`src/rtl/ysyx_25020037_axi_master_if.sv`:
```
// ysyx_25020037_axi_master_if: single-beat AXI4 bus between the master bridge and the fabric
interface ysyx_25020037_axi_master_if;
   logic        awvalid;
   logic        awready;
   logic [31:0] awaddr;
   logic [3:0]  awid;
   logic [7:0]  awlen;
   logic [2:0]  awsize;
   logic [1:0]  awburst;
   logic        wvalid;
   logic        wready;
   logic [31:0] wdata;
   logic [3:0]  wstrb;
   logic        wlast;
   logic        bvalid;
   logic        bready;
   logic [1:0]  bresp;
   logic [3:0]  bid;
   logic        arvalid;
   logic        arready;
   logic [31:0] araddr;
   logic [3:0]  arid;
   logic [7:0]  arlen;
   logic [2:0]  arsize;
   logic [1:0]  arburst;
   logic        rvalid;
   logic        rready;
   logic [1:0]  rresp;
   logic [31:0] rdata;
   logic        rlast;
   logic [3:0]  rid;

   modport master (
      output awvalid, awaddr, awid, awlen, awsize, awburst,
      output wvalid, wdata, wstrb, wlast, bready,
      output arvalid, araddr, arid, arlen, arsize, arburst, rready,
      input  awready, wready, bvalid, bresp, bid,
      input  arready, rvalid, rresp, rdata, rlast, rid
   );

   modport slave (
      input  awvalid, awaddr, awid, awlen, awsize, awburst,
      input  wvalid, wdata, wstrb, wlast, bready,
      input  arvalid, araddr, arid, arlen, arsize, arburst, rready,
      output awready, wready, bvalid, bresp, bid,
      output arready, rvalid, rresp, rdata, rlast, rid
   );
endinterface

```
`src/rtl/ysyx_25020037_axi_master.sv`:
```
// ysyx_25020037_axi_master: single-outstanding core-request to AXI4 single-beat bridge.
// Optional watchdog enabled by defining YSYX_25020037_AXI_TIMEOUT_EN.
module ysyx_25020037_axi_master #(
   parameter logic [3:0] AXI_ID         = 4'h0,
   parameter int         TIMEOUT_CYCLES = 1024
) (
   input  logic        clk,
   input  logic        rst,
   input  logic        i_req_valid,
   output logic        o_req_ready,
   input  logic        i_req_we,
   input  logic [31:0] i_req_addr,
   input  logic [2:0]  i_req_size,
   input  logic [31:0] i_req_wdata,
   input  logic [3:0]  i_req_wstrb,
   output logic        o_resp_valid,
   input  logic        i_resp_ready,
   output logic [31:0] o_resp_rdata,
   output logic        o_resp_err,
   ysyx_25020037_axi_master_if.master axi
);
   typedef enum logic [2:0] {S_IDLE, S_RADDR, S_RDATA, S_WREQ, S_WRESP, S_RESP} state_t;

   state_t      r_state;
   logic        r_req_ready;
   logic        r_resp_valid;
   logic        r_err;
   logic [31:0] r_rdata;
   logic [31:0] r_addr;
   logic [2:0]  r_size;
   logic [31:0] r_wdata;
   logic [3:0]  r_wstrb;
   logic        r_arvalid;
   logic        r_rready;
   logic        r_awvalid;
   logic        r_wvalid;
   logic        r_bready;
   logic        r_aw_done;
   logic        r_w_done;
   logic        w_aw_ok;
   logic        w_w_ok;

   // a channel counts as done if it finished earlier or handshakes this cycle
   assign w_aw_ok = r_aw_done | (r_awvalid & axi.awready);
   assign w_w_ok  = r_w_done | (r_wvalid & axi.wready);

`ifdef YSYX_25020037_AXI_TIMEOUT_EN
   logic [15:0] r_cnt;
   logic        w_busy;
   assign w_busy = (r_state == S_RADDR) | (r_state == S_RDATA) | (r_state == S_WREQ) | (r_state == S_WRESP);
`else
   logic w_unused_timeout;
   assign w_unused_timeout = ^TIMEOUT_CYCLES;
`endif

   // transaction FSM; every handshake output is a register driven from here
   always_ff @(posedge clk) begin
      if (rst) begin
         r_state      <= S_IDLE;
         r_req_ready  <= 1'b1;
         r_resp_valid <= 1'b0;
         r_err        <= 1'b0;
         r_rdata      <= 32'd0;
         r_addr       <= 32'd0;
         r_size       <= 3'd0;
         r_wdata      <= 32'd0;
         r_wstrb      <= 4'd0;
         r_arvalid    <= 1'b0;
         r_rready     <= 1'b0;
         r_awvalid    <= 1'b0;
         r_wvalid     <= 1'b0;
         r_bready     <= 1'b0;
         r_aw_done    <= 1'b0;
         r_w_done     <= 1'b0;
`ifdef YSYX_25020037_AXI_TIMEOUT_EN
         r_cnt        <= 16'd0;
`endif
      end else begin
         case (r_state)
            S_IDLE: if (i_req_valid) begin
               r_req_ready <= 1'b0;
               r_addr      <= i_req_addr;
               r_size      <= i_req_size;
               r_wdata     <= i_req_wdata << {i_req_addr[1:0], 3'b000};
               r_wstrb     <= i_req_wstrb << i_req_addr[1:0];
               r_aw_done   <= 1'b0;
               r_w_done    <= 1'b0;
               r_arvalid   <= ~i_req_we;
               r_awvalid   <= i_req_we;
               r_wvalid    <= i_req_we;
               r_state     <= i_req_we ? S_WREQ : S_RADDR;
            end
            S_RADDR: if (axi.arready) begin
               r_arvalid <= 1'b0;
               r_rready  <= 1'b1;
               r_state   <= S_RDATA;
            end
            S_RDATA: if (axi.rvalid) begin
               r_rready     <= 1'b0;
               r_rdata      <= axi.rdata >> {r_addr[1:0], 3'b000};
               r_err        <= (axi.rresp != 2'b00) | (axi.rid != AXI_ID) | ~axi.rlast;
               r_resp_valid <= 1'b1;
               r_state      <= S_RESP;
            end
            S_WREQ: begin
               if (r_awvalid & axi.awready) begin
                  r_awvalid <= 1'b0;
                  r_aw_done <= 1'b1;
               end
               if (r_wvalid & axi.wready) begin
                  r_wvalid <= 1'b0;
                  r_w_done <= 1'b1;
               end
               if (w_aw_ok & w_w_ok) begin
                  r_bready <= 1'b1;
                  r_state  <= S_WRESP;
               end
            end
            S_WRESP: if (axi.bvalid) begin
               r_bready     <= 1'b0;
               r_rdata      <= 32'd0;
               r_err        <= (axi.bresp != 2'b00) | (axi.bid != AXI_ID);
               r_resp_valid <= 1'b1;
               r_state      <= S_RESP;
            end
            S_RESP: if (i_resp_ready) begin
               r_resp_valid <= 1'b0;
               r_req_ready  <= 1'b1;
               r_state      <= S_IDLE;
            end
            default: r_state <= S_IDLE;
         endcase
`ifdef YSYX_25020037_AXI_TIMEOUT_EN
         r_cnt <= (r_state == S_IDLE) ? 16'd0 : (w_busy ? r_cnt + 16'd1 : r_cnt);
         if (w_busy && r_cnt == 16'(TIMEOUT_CYCLES - 1)) begin
            r_arvalid    <= 1'b0;
            r_rready     <= 1'b0;
            r_awvalid    <= 1'b0;
            r_wvalid     <= 1'b0;
            r_bready     <= 1'b0;
            r_rdata      <= 32'hDEAD_BEEF;
            r_err        <= 1'b1;
            r_resp_valid <= 1'b1;
            r_state      <= S_RESP;
`ifndef SYNTHESIS
            $display("axi_master: timeout at address %h", r_addr);
`endif
         end
`endif
      end
   end

   assign o_req_ready  = r_req_ready;
   assign o_resp_valid = r_resp_valid;
   assign o_resp_rdata = r_rdata;
   assign o_resp_err   = r_err;

   assign axi.arvalid = r_arvalid;
   assign axi.araddr  = r_addr;
   assign axi.arid    = AXI_ID;
   assign axi.arlen   = 8'd0;
   assign axi.arsize  = r_size;
   assign axi.arburst = 2'b01;
   assign axi.rready  = r_rready;
   assign axi.awvalid = r_awvalid;
   assign axi.awaddr  = r_addr;
   assign axi.awid    = AXI_ID;
   assign axi.awlen   = 8'd0;
   assign axi.awsize  = r_size;
   assign axi.awburst = 2'b01;
   assign axi.wvalid  = r_wvalid;
   assign axi.wdata   = r_wdata;
   assign axi.wstrb   = r_wstrb;
   assign axi.wlast   = 1'b1;
   assign axi.bready  = r_bready;
endmodule

```
`src/flat_wrapper.sv`:
```
// flat-port wrapper written by rule: the top's interface ports become plain ports
module ysyx_25020037_axi_master_flat 
#(
   parameter logic [3:0] AXI_ID         = 4'h0,
   parameter int         TIMEOUT_CYCLES = 1024
)
  (clk, rst, i_req_valid, o_req_ready, i_req_we, i_req_addr, i_req_size, i_req_wdata, i_req_wstrb, o_resp_valid, i_resp_ready, o_resp_rdata, o_resp_err, axi_awvalid, axi_awaddr, axi_awid, axi_awlen, axi_awsize, axi_awburst, axi_wvalid, axi_wdata, axi_wstrb, axi_wlast, axi_bready, axi_arvalid, axi_araddr, axi_arid, axi_arlen, axi_arsize, axi_arburst, axi_rready, axi_awready, axi_wready, axi_bvalid, axi_bresp, axi_bid, axi_arready, axi_rvalid, axi_rresp, axi_rdata, axi_rlast, axi_rid);
  ysyx_25020037_axi_master_if axi_i ();
  input  logic clk;
  input  logic rst;
  input  logic i_req_valid;
  output logic o_req_ready;
  input  logic i_req_we;
  input  logic [31:0] i_req_addr;
  input  logic [2:0] i_req_size;
  input  logic [31:0] i_req_wdata;
  input  logic [3:0] i_req_wstrb;
  output logic o_resp_valid;
  input  logic i_resp_ready;
  output logic [31:0] o_resp_rdata;
  output logic o_resp_err;
  output wire logic [$bits(axi_i.awvalid)-1:0] axi_awvalid;
  output wire logic [$bits(axi_i.awaddr)-1:0] axi_awaddr;
  output wire logic [$bits(axi_i.awid)-1:0] axi_awid;
  output wire logic [$bits(axi_i.awlen)-1:0] axi_awlen;
  output wire logic [$bits(axi_i.awsize)-1:0] axi_awsize;
  output wire logic [$bits(axi_i.awburst)-1:0] axi_awburst;
  output wire logic [$bits(axi_i.wvalid)-1:0] axi_wvalid;
  output wire logic [$bits(axi_i.wdata)-1:0] axi_wdata;
  output wire logic [$bits(axi_i.wstrb)-1:0] axi_wstrb;
  output wire logic [$bits(axi_i.wlast)-1:0] axi_wlast;
  output wire logic [$bits(axi_i.bready)-1:0] axi_bready;
  output wire logic [$bits(axi_i.arvalid)-1:0] axi_arvalid;
  output wire logic [$bits(axi_i.araddr)-1:0] axi_araddr;
  output wire logic [$bits(axi_i.arid)-1:0] axi_arid;
  output wire logic [$bits(axi_i.arlen)-1:0] axi_arlen;
  output wire logic [$bits(axi_i.arsize)-1:0] axi_arsize;
  output wire logic [$bits(axi_i.arburst)-1:0] axi_arburst;
  output wire logic [$bits(axi_i.rready)-1:0] axi_rready;
  input wire logic [$bits(axi_i.awready)-1:0] axi_awready;
  input wire logic [$bits(axi_i.wready)-1:0] axi_wready;
  input wire logic [$bits(axi_i.bvalid)-1:0] axi_bvalid;
  input wire logic [$bits(axi_i.bresp)-1:0] axi_bresp;
  input wire logic [$bits(axi_i.bid)-1:0] axi_bid;
  input wire logic [$bits(axi_i.arready)-1:0] axi_arready;
  input wire logic [$bits(axi_i.rvalid)-1:0] axi_rvalid;
  input wire logic [$bits(axi_i.rresp)-1:0] axi_rresp;
  input wire logic [$bits(axi_i.rdata)-1:0] axi_rdata;
  input wire logic [$bits(axi_i.rlast)-1:0] axi_rlast;
  input wire logic [$bits(axi_i.rid)-1:0] axi_rid;
  assign axi_awvalid = axi_i.awvalid;
  assign axi_awaddr = axi_i.awaddr;
  assign axi_awid = axi_i.awid;
  assign axi_awlen = axi_i.awlen;
  assign axi_awsize = axi_i.awsize;
  assign axi_awburst = axi_i.awburst;
  assign axi_wvalid = axi_i.wvalid;
  assign axi_wdata = axi_i.wdata;
  assign axi_wstrb = axi_i.wstrb;
  assign axi_wlast = axi_i.wlast;
  assign axi_bready = axi_i.bready;
  assign axi_arvalid = axi_i.arvalid;
  assign axi_araddr = axi_i.araddr;
  assign axi_arid = axi_i.arid;
  assign axi_arlen = axi_i.arlen;
  assign axi_arsize = axi_i.arsize;
  assign axi_arburst = axi_i.arburst;
  assign axi_rready = axi_i.rready;
  assign axi_i.awready = axi_awready;
  assign axi_i.wready = axi_wready;
  assign axi_i.bvalid = axi_bvalid;
  assign axi_i.bresp = axi_bresp;
  assign axi_i.bid = axi_bid;
  assign axi_i.arready = axi_arready;
  assign axi_i.rvalid = axi_rvalid;
  assign axi_i.rresp = axi_rresp;
  assign axi_i.rdata = axi_rdata;
  assign axi_i.rlast = axi_rlast;
  assign axi_i.rid = axi_rid;
  ysyx_25020037_axi_master #(.AXI_ID(AXI_ID), .TIMEOUT_CYCLES(TIMEOUT_CYCLES)) u_core (.clk(clk), .rst(rst), .i_req_valid(i_req_valid), .o_req_ready(o_req_ready), .i_req_we(i_req_we), .i_req_addr(i_req_addr), .i_req_size(i_req_size), .i_req_wdata(i_req_wdata), .i_req_wstrb(i_req_wstrb), .o_resp_valid(o_resp_valid), .i_resp_ready(i_resp_ready), .o_resp_rdata(o_resp_rdata), .o_resp_err(o_resp_err), .axi(axi_i));
endmodule
```
`config.mk`:
```
export PLATFORM = sky130hd
export DESIGN_NAME = ysyx_25020037_axi_master_flat
export DESIGN_NICKNAME = d
export VERILOG_FILES = /design/src/rtl/ysyx_25020037_axi_master_if.sv /design/src/rtl/ysyx_25020037_axi_master.sv /design/src/flat_wrapper.sv
export SDC_FILE = /design/constraint.sdc
export NUM_CORES = 1
export LEC_CHECK = 0
export CAP_MARGIN = 25
export CORE_ASPECT_RATIO = 1.75
export CORE_MARGIN = 4
export CORE_UTILIZATION = 40
export CTS_BUF_LIST = sky130_fd_sc_hd__clkbuf_2
export CTS_CLUSTER_SIZE = 40
export DETAILED_ROUTE_END_ITERATION = 16
export GPL_TIMING_DRIVEN = 0
export PLACE_DENSITY_LB_ADDON = 0.25
export SETUP_SLACK_MARGIN = 0.4
export SYNTH_ARGS = -nofsm -noshare
export SYNTH_HDL_FRONTEND = slang
export SYNTH_SLANG_ARGS = --single-unit
```
`constraint.sdc`:
```
create_clock -name clk -period 2 [get_ports clk]
set_input_delay 0.3 -clock clk [delete_from_list [all_inputs] [get_ports clk]]
set_output_delay 0.3 -clock clk [all_outputs]
set_load 0.05 [all_outputs]
```
After elaboration in Yosys (flattened, before gate mapping). Index checks and enable logic that the tools add are counted.

Register bits: 116. Bits of input ports: 126. Output and inout bits: 175. Word-level logic and storage cells: 103.

Equality and inequality tests: 13. Shifts and indexed selects: 3. Mux-type cells: 39. Bitwise logic cells: 10. Reduce and logical (&&, ||, !) cells: 22.

Operator list (count): two-way mux 32 bit (2); case mux 32 bit (2 select lines) (1); left shift 32 x 5 -> 32 bit (1); right shift 32 x 5 -> 32 bit (1); AND reduction 3 bit (7); two-way mux 1 bit (18); two-way mux 3 bit (6); case mux 1 bit (2 select lines) (9); case mux 3 bit (6 select lines) (1); nonzero test 2 bit (8); != test 2 bit, second input constant (5); nonzero test 4 bit (2); equality test 3 x 2 -> 1 bit, second input constant (2); equality test 3 bit, second input constant (2); != test 2 x 1 -> 1 bit, second input constant (3); AND reduction 6 bit (1); OR 1 bit (5); AND reduction 4 bit (1); left shift 4 x 2 -> 4 bit (1); bitwise AND 1 bit (3); equality test 3 x 1 -> 1 bit, second input constant (1); zero test 3 bit (1); case mux 1 bit (3 select lines) (1); nonzero test 3 bit (1); 3 further kinds (4).

Depth between registers and ports, before layout.
Depth in word-level cells: 5. Depth in mapped cells: 7. Gate-level depth less buffers: 4.

Least setup slack after synthesis. OpenSTA, ideal clock, no wires.

Path type: reg-to-reg. Start point: reg u_core.r_addr[0], in the netlist u_core.axi.araddr[0]. End point: reg u_core.r_rdata[5], in the netlist u_core.o_resp_rdata[5]. Setup time: 132 ps. Arrival: 1828 ps. Required time: 1868 ps. Setup slack: 40 ps. Stages on the path, launching flop included: 6. Buffers on the path: 2. Period minus slack after synthesis: 1960 ps. Path through: dfxtp_1 -> clkbuf_1 -> buf_2 -> mux2_2 -> o211ai_1 -> a21oi_1.

Cells in the longest elaborated chain, start to end: 3.

RTL lines: start: declaration (line ysyx_25020037_axi_master.sv:29) `logic [31:0] r_addr;`; start signal: assignment (line ysyx_25020037_axi_master.sv:82) `r_addr <= i_req_addr;`; right shift 32 x 5 -> 32 bit (line ysyx_25020037_axi_master.sv:100) `r_rdata <= axi.rdata >> {r_addr[1:0], 3'b000};`; two-way mux 32 bit (line ysyx_25020037_axi_master.sv:98) `S_RDATA: if (axi.rvalid) begin`; case mux 32 bit (2 select lines) (line ysyx_25020037_axi_master.sv:79) `case (r_state)`; end signal: assignment (line ysyx_25020037_axi_master.sv:100); end: declaration (line ysyx_25020037_axi_master.sv:28) `logic [31:0] r_rdata;`.

Every way passes these cells. The select of a mux whose other input is x is not followed. A chain may end at the register's enable or synchronous reset.

Final worst setup path.
Start point: reg u_core.r_state[0]. End point: reg u_core.r_wdata[7], in the netlist u_core.axi.wdata[7].

Cells in the longest elaborated chain, start to end: 2.

RTL lines: start: declaration (line ysyx_25020037_axi_master.sv:24) `state_t r_state;`; start signal: assignment (line ysyx_25020037_axi_master.sv:91) `r_state <= i_req_we ? S_WREQ : S_RADDR;`; zero test 3 bit (line ysyx_25020037_axi_master.sv:79); AND reduction 2 bit (no line); end signal: assignment (line ysyx_25020037_axi_master.sv:84) `r_wdata <= i_req_wdata << {i_req_addr[1:0], 3'b000};`; end: declaration (line ysyx_25020037_axi_master.sv:31) `logic [31:0] r_wdata;`.

Every way passes these cells.

==> metrics.cfg <==
[run_status]
status=completed

[timing]
timing_worst_slew_pin_value_ns=0.8437
setup_ws_ns=0.01760
final_hold_viol_count=0
rsz0062_at_grt=yes
relSlewSlack_pct=43.76
number_of_slew_limit_violations_in_the_final_report=0
period_needed_ns=1.982
post-route-period-util_pct=99.12
timing.final.setup_violations=0
worst_case_clock_skew_ns=0.03685
fmaxAchievable_ghz=0.5044

[floorplanning]
io-pin-count=301
rows=56
design.core.area_um2=13520
die_area_um2=15930
chipWidth_um=97.14
start_util_pct=41.13
die_h_um=164.0

[clock_network]
clock-root-buffer=clkbuf_2
clock_path_buffers=2
cts_tree=yes
cts.reportedPaths.clkPinSlew_ns=0.19
cts_max_level=4
cts_made_buffers=17
tritoncts_num_sinks=116
insertion_delay_ns=0.67

[power]
power.ir.vdd_worst_mv=1.074
p_leak_nw=4.514
report.power.total_mw=12.84
pwr_density_cell_nw_per_um2=1212

[setup_path]
cpPeakStageDelay_ns=0.52
critPathArrivalTime_ns=2.58
critical_path.startpoint_type=register
critPathMostFrequentCell=buf_8
worstPathCellList=buf_6 > or4b_4 > buf_8 > or3_4 > buf_8 > nor2_8 > a22o_1
cpMaxStageDelayCell=or4b_4
timing_worst_setup_path_type=register to register
critPathRequiredTime_ns=2.59
critPathMaxFanout=5
worst_setup_path_end_kind=register

[cells_and_area]
final_core_utilization_pct=78.39
synthToLayoutAreaGrowth_pct=90.60
drive_above_1_share_pct=52.45
final_net_count=1174
layoutNonFillerInstCount=1235

[logic_synthesis]
gate_count_post_synth=676
total_of_flip_flops_plus_latches_after_synthesis=116
netlist_top_cells_area=dfxtp_1 42%, nand2_1 9.6%, buf_4 8.6%
ys_types=42
yosysWarnings=0
syn_area_per_cell_um2=8.227
synth-seq-area-share_pct=41.75
synth.largest_area_cell=dfxtp_1
synthDominantCellAreaShare_pct=41.75
netlist_area_um2=5562

[drt]
detail_route.wirelength_um=24780
detail_route.vias_per_cell=5.208
wl_per_cell_um=20.07
drc_errors=0
drt-pass1-iter-count=6
vias=6432
drt_iter0_markers=241
antenna_violating_nets_post_route=0

[global_route]
grt_start_max_net_pins=17
global_route_layer_with_the_greatest_usage=met2
grt_use_met2_pct=49.03
grtUsageTotal_pct=24.87
use_met1_pct=23.12
grt_use_met3_pct=6.757
globalRoute.totalOverflow=0
global_route_wire_length_before_repair_um=31020
vias_in_the_first_global_route=5899
antenna_found_initial=1

[placed_design]
port_buffers=271
place.gp.congestion=0.8986
post-place-cells=1148
final_hpwl_from_detailed_placement_um=16480
place_worst_setup_slack_ns=-0.6392

[hold_path]
worstHoldPathType=input pin to register

[job]
max_cap_violations=0

## state kept, by name, summed over array words and instances (netlist names)
signal / cells
u_core.axi.araddr: 32
u_core.axi.wdata: 32
u_core.o_resp_rdata: 32
u_core.axi.wstrb: 4
u_core.axi.arsize: 3
u_core.r_state: 3
u_core.axi.arvalid: 1
u_core.axi.awvalid: 1
u_core.axi.bready: 1
u_core.axi.rready: 1
u_core.axi.wvalid: 1
u_core.o_req_ready: 1
u_core.o_resp_err: 1
u_core.o_resp_valid: 1
u_core.r_aw_done: 1
u_core.r_w_done: 1
## metrics by stage
| step | hold slack [ns] | TNS, ns | area, µm² |
|---|---|---|---|
| after floorplan | 0.4257 | 0 | 5697 |
| after global placement | 0.4362 | -48.53 | 8627 |
| after detailed placement | 0.4442 | -47.23 | 8627 |
| after CTS | 0.1140 | 0 | 8785 |
| after global routing | 0.1169 | -0.01421 | 10600 |
| final | 0.1441 | 0 | 10600 |
## cells by family after synthesis
group	count (synthesis)	share of synthesized area, %
muxes	54	10.15
buffers and inverters	115	12.62
other	2	0.1350
DFF	116	41.75
AOI/OAI and AO/OA	155	16.85
and+or+nand+nor	234	18.49
## what timing repair did
| item | 4_1_cts | 5_1_grt |
|---|---|---|
| hold buffers | 0 | 0 |
| resized for setup | 703 | 681 |
| setup endpoints to repair | 260 | 229 |
| cloned | 2 | 8 |
| setup buffers | 6 | 39 |
| pin swaps | 2 | 95 |
## metal layers
layer	share of wire (%)	vias to the layer above
met4	4.3	0
met5	0	-
met2	57	295
li1	-	2994
met1	33	3059
met3	6.2	84
## power breakdown
| part | total [mW] | internal [mW] | leakage [nW] | switching (mW) |
|---|---|---|---|---|
| logic | 8.01 | 3.30 | 3.39 | 4.71 |
| clock network | 1.59 | 0.682 | 0.147 | 0.910 |
| registers | 3.24 | 2.83 | 0.972 | 0.416 |
## final timing paths
check / startpoint / cells after the start / slack [ns] / end
setup / recovery: u_core.r_state[0] / 7 / 0.02 / u_core.axi.wdata[7]
hold / removal: i_req_addr[31] / 3 / 0.14 / u_core.axi.araddr[31]
setup reg to reg: u_core.r_state[0] / 7 / 0.02 / u_core.axi.wdata[7]
hold reg to reg: u_core.o_resp_rdata[26] / 2 / 0.47 / u_core.o_resp_rdata[26]
## area by class of cell
type	instances	area, µm²
multi-input cells	474	3526
clock buffers	19	95.09
well taps	174	217.7
clock inverters	12	138.9
diodes	1	2.502
flip-flops and latches	116	2426
fillers	862	2923
repair buffers	324	3181
inverters	1	3.754
plain buffers	114	1010
## Yosys cell counts
master	count
mux2_2	19
nor4b_1	3
a31oi_1	4
buf_1	2
o311ai_0	1
a311o_1	1
a22o_1	9
nor4_1	1
conb_1	2
nor2_1	30
mux2i_1	35
or4b_4	1
o211ai_1	17
or3b_2	2
nor2b_1	4
clkbuf_2	1
or3_1	1
a211o_1	1
a211oi_1	9
o21a_1	1
nand3_1	24
clkbuf_1	39
o21ai_0	13
buf_4	64
nor3b_1	1
nor3_1	16
dfxtp_1	116
a21bo_2	1
nand4b_1	1
a21o_1	2
or4_1	1
nand3b_1	3
o2bb2ai_1	8
nand2b_1	2
and3b_1	1
buf_6	3
a21oi_1	87
nand2_1	142
inv_1	1
o21bai_1	1
nor2_8	1
buf_2	5
## layout by cell type, fill, tap and decap left out, types with 4 or more instances in the layout
cell type,instances
buf_4,179
clkdlybuf4s50_1,125
nand2_1,86
dfxtp_1,65
buf_6,55
a21oi_2,50
nand2_4,43
a21oi_1,36
mux2i_1,35
dfxtp_2,35
buf_8,33
clkbuf_2,29
conb_1,29
nor2_1,28
mux2_2,17
o211ai_1,17
dfxtp_4,16
clkbuf_1,14
nand2_2,13
nor3_1,12
nand3_1,11
nand3_2,10
buf_12,9
a22o_1,9
o2bb2ai_1,8
a211oi_2,7
o21ai_2,7
clkinv_2,6
clkbuf_16,6
clkbuf_4,5
o21ai_1,4
## critical path: cells and delay by family (launching register included)
kind | cells | cell delay, ns
buf+inv | 3 | 0.42
compound gates | 1 | 0.17
simple gates | 3 | 1.00
flops | 1 | 0.34
No activity file was read; power rests on OpenSTA's default activity.
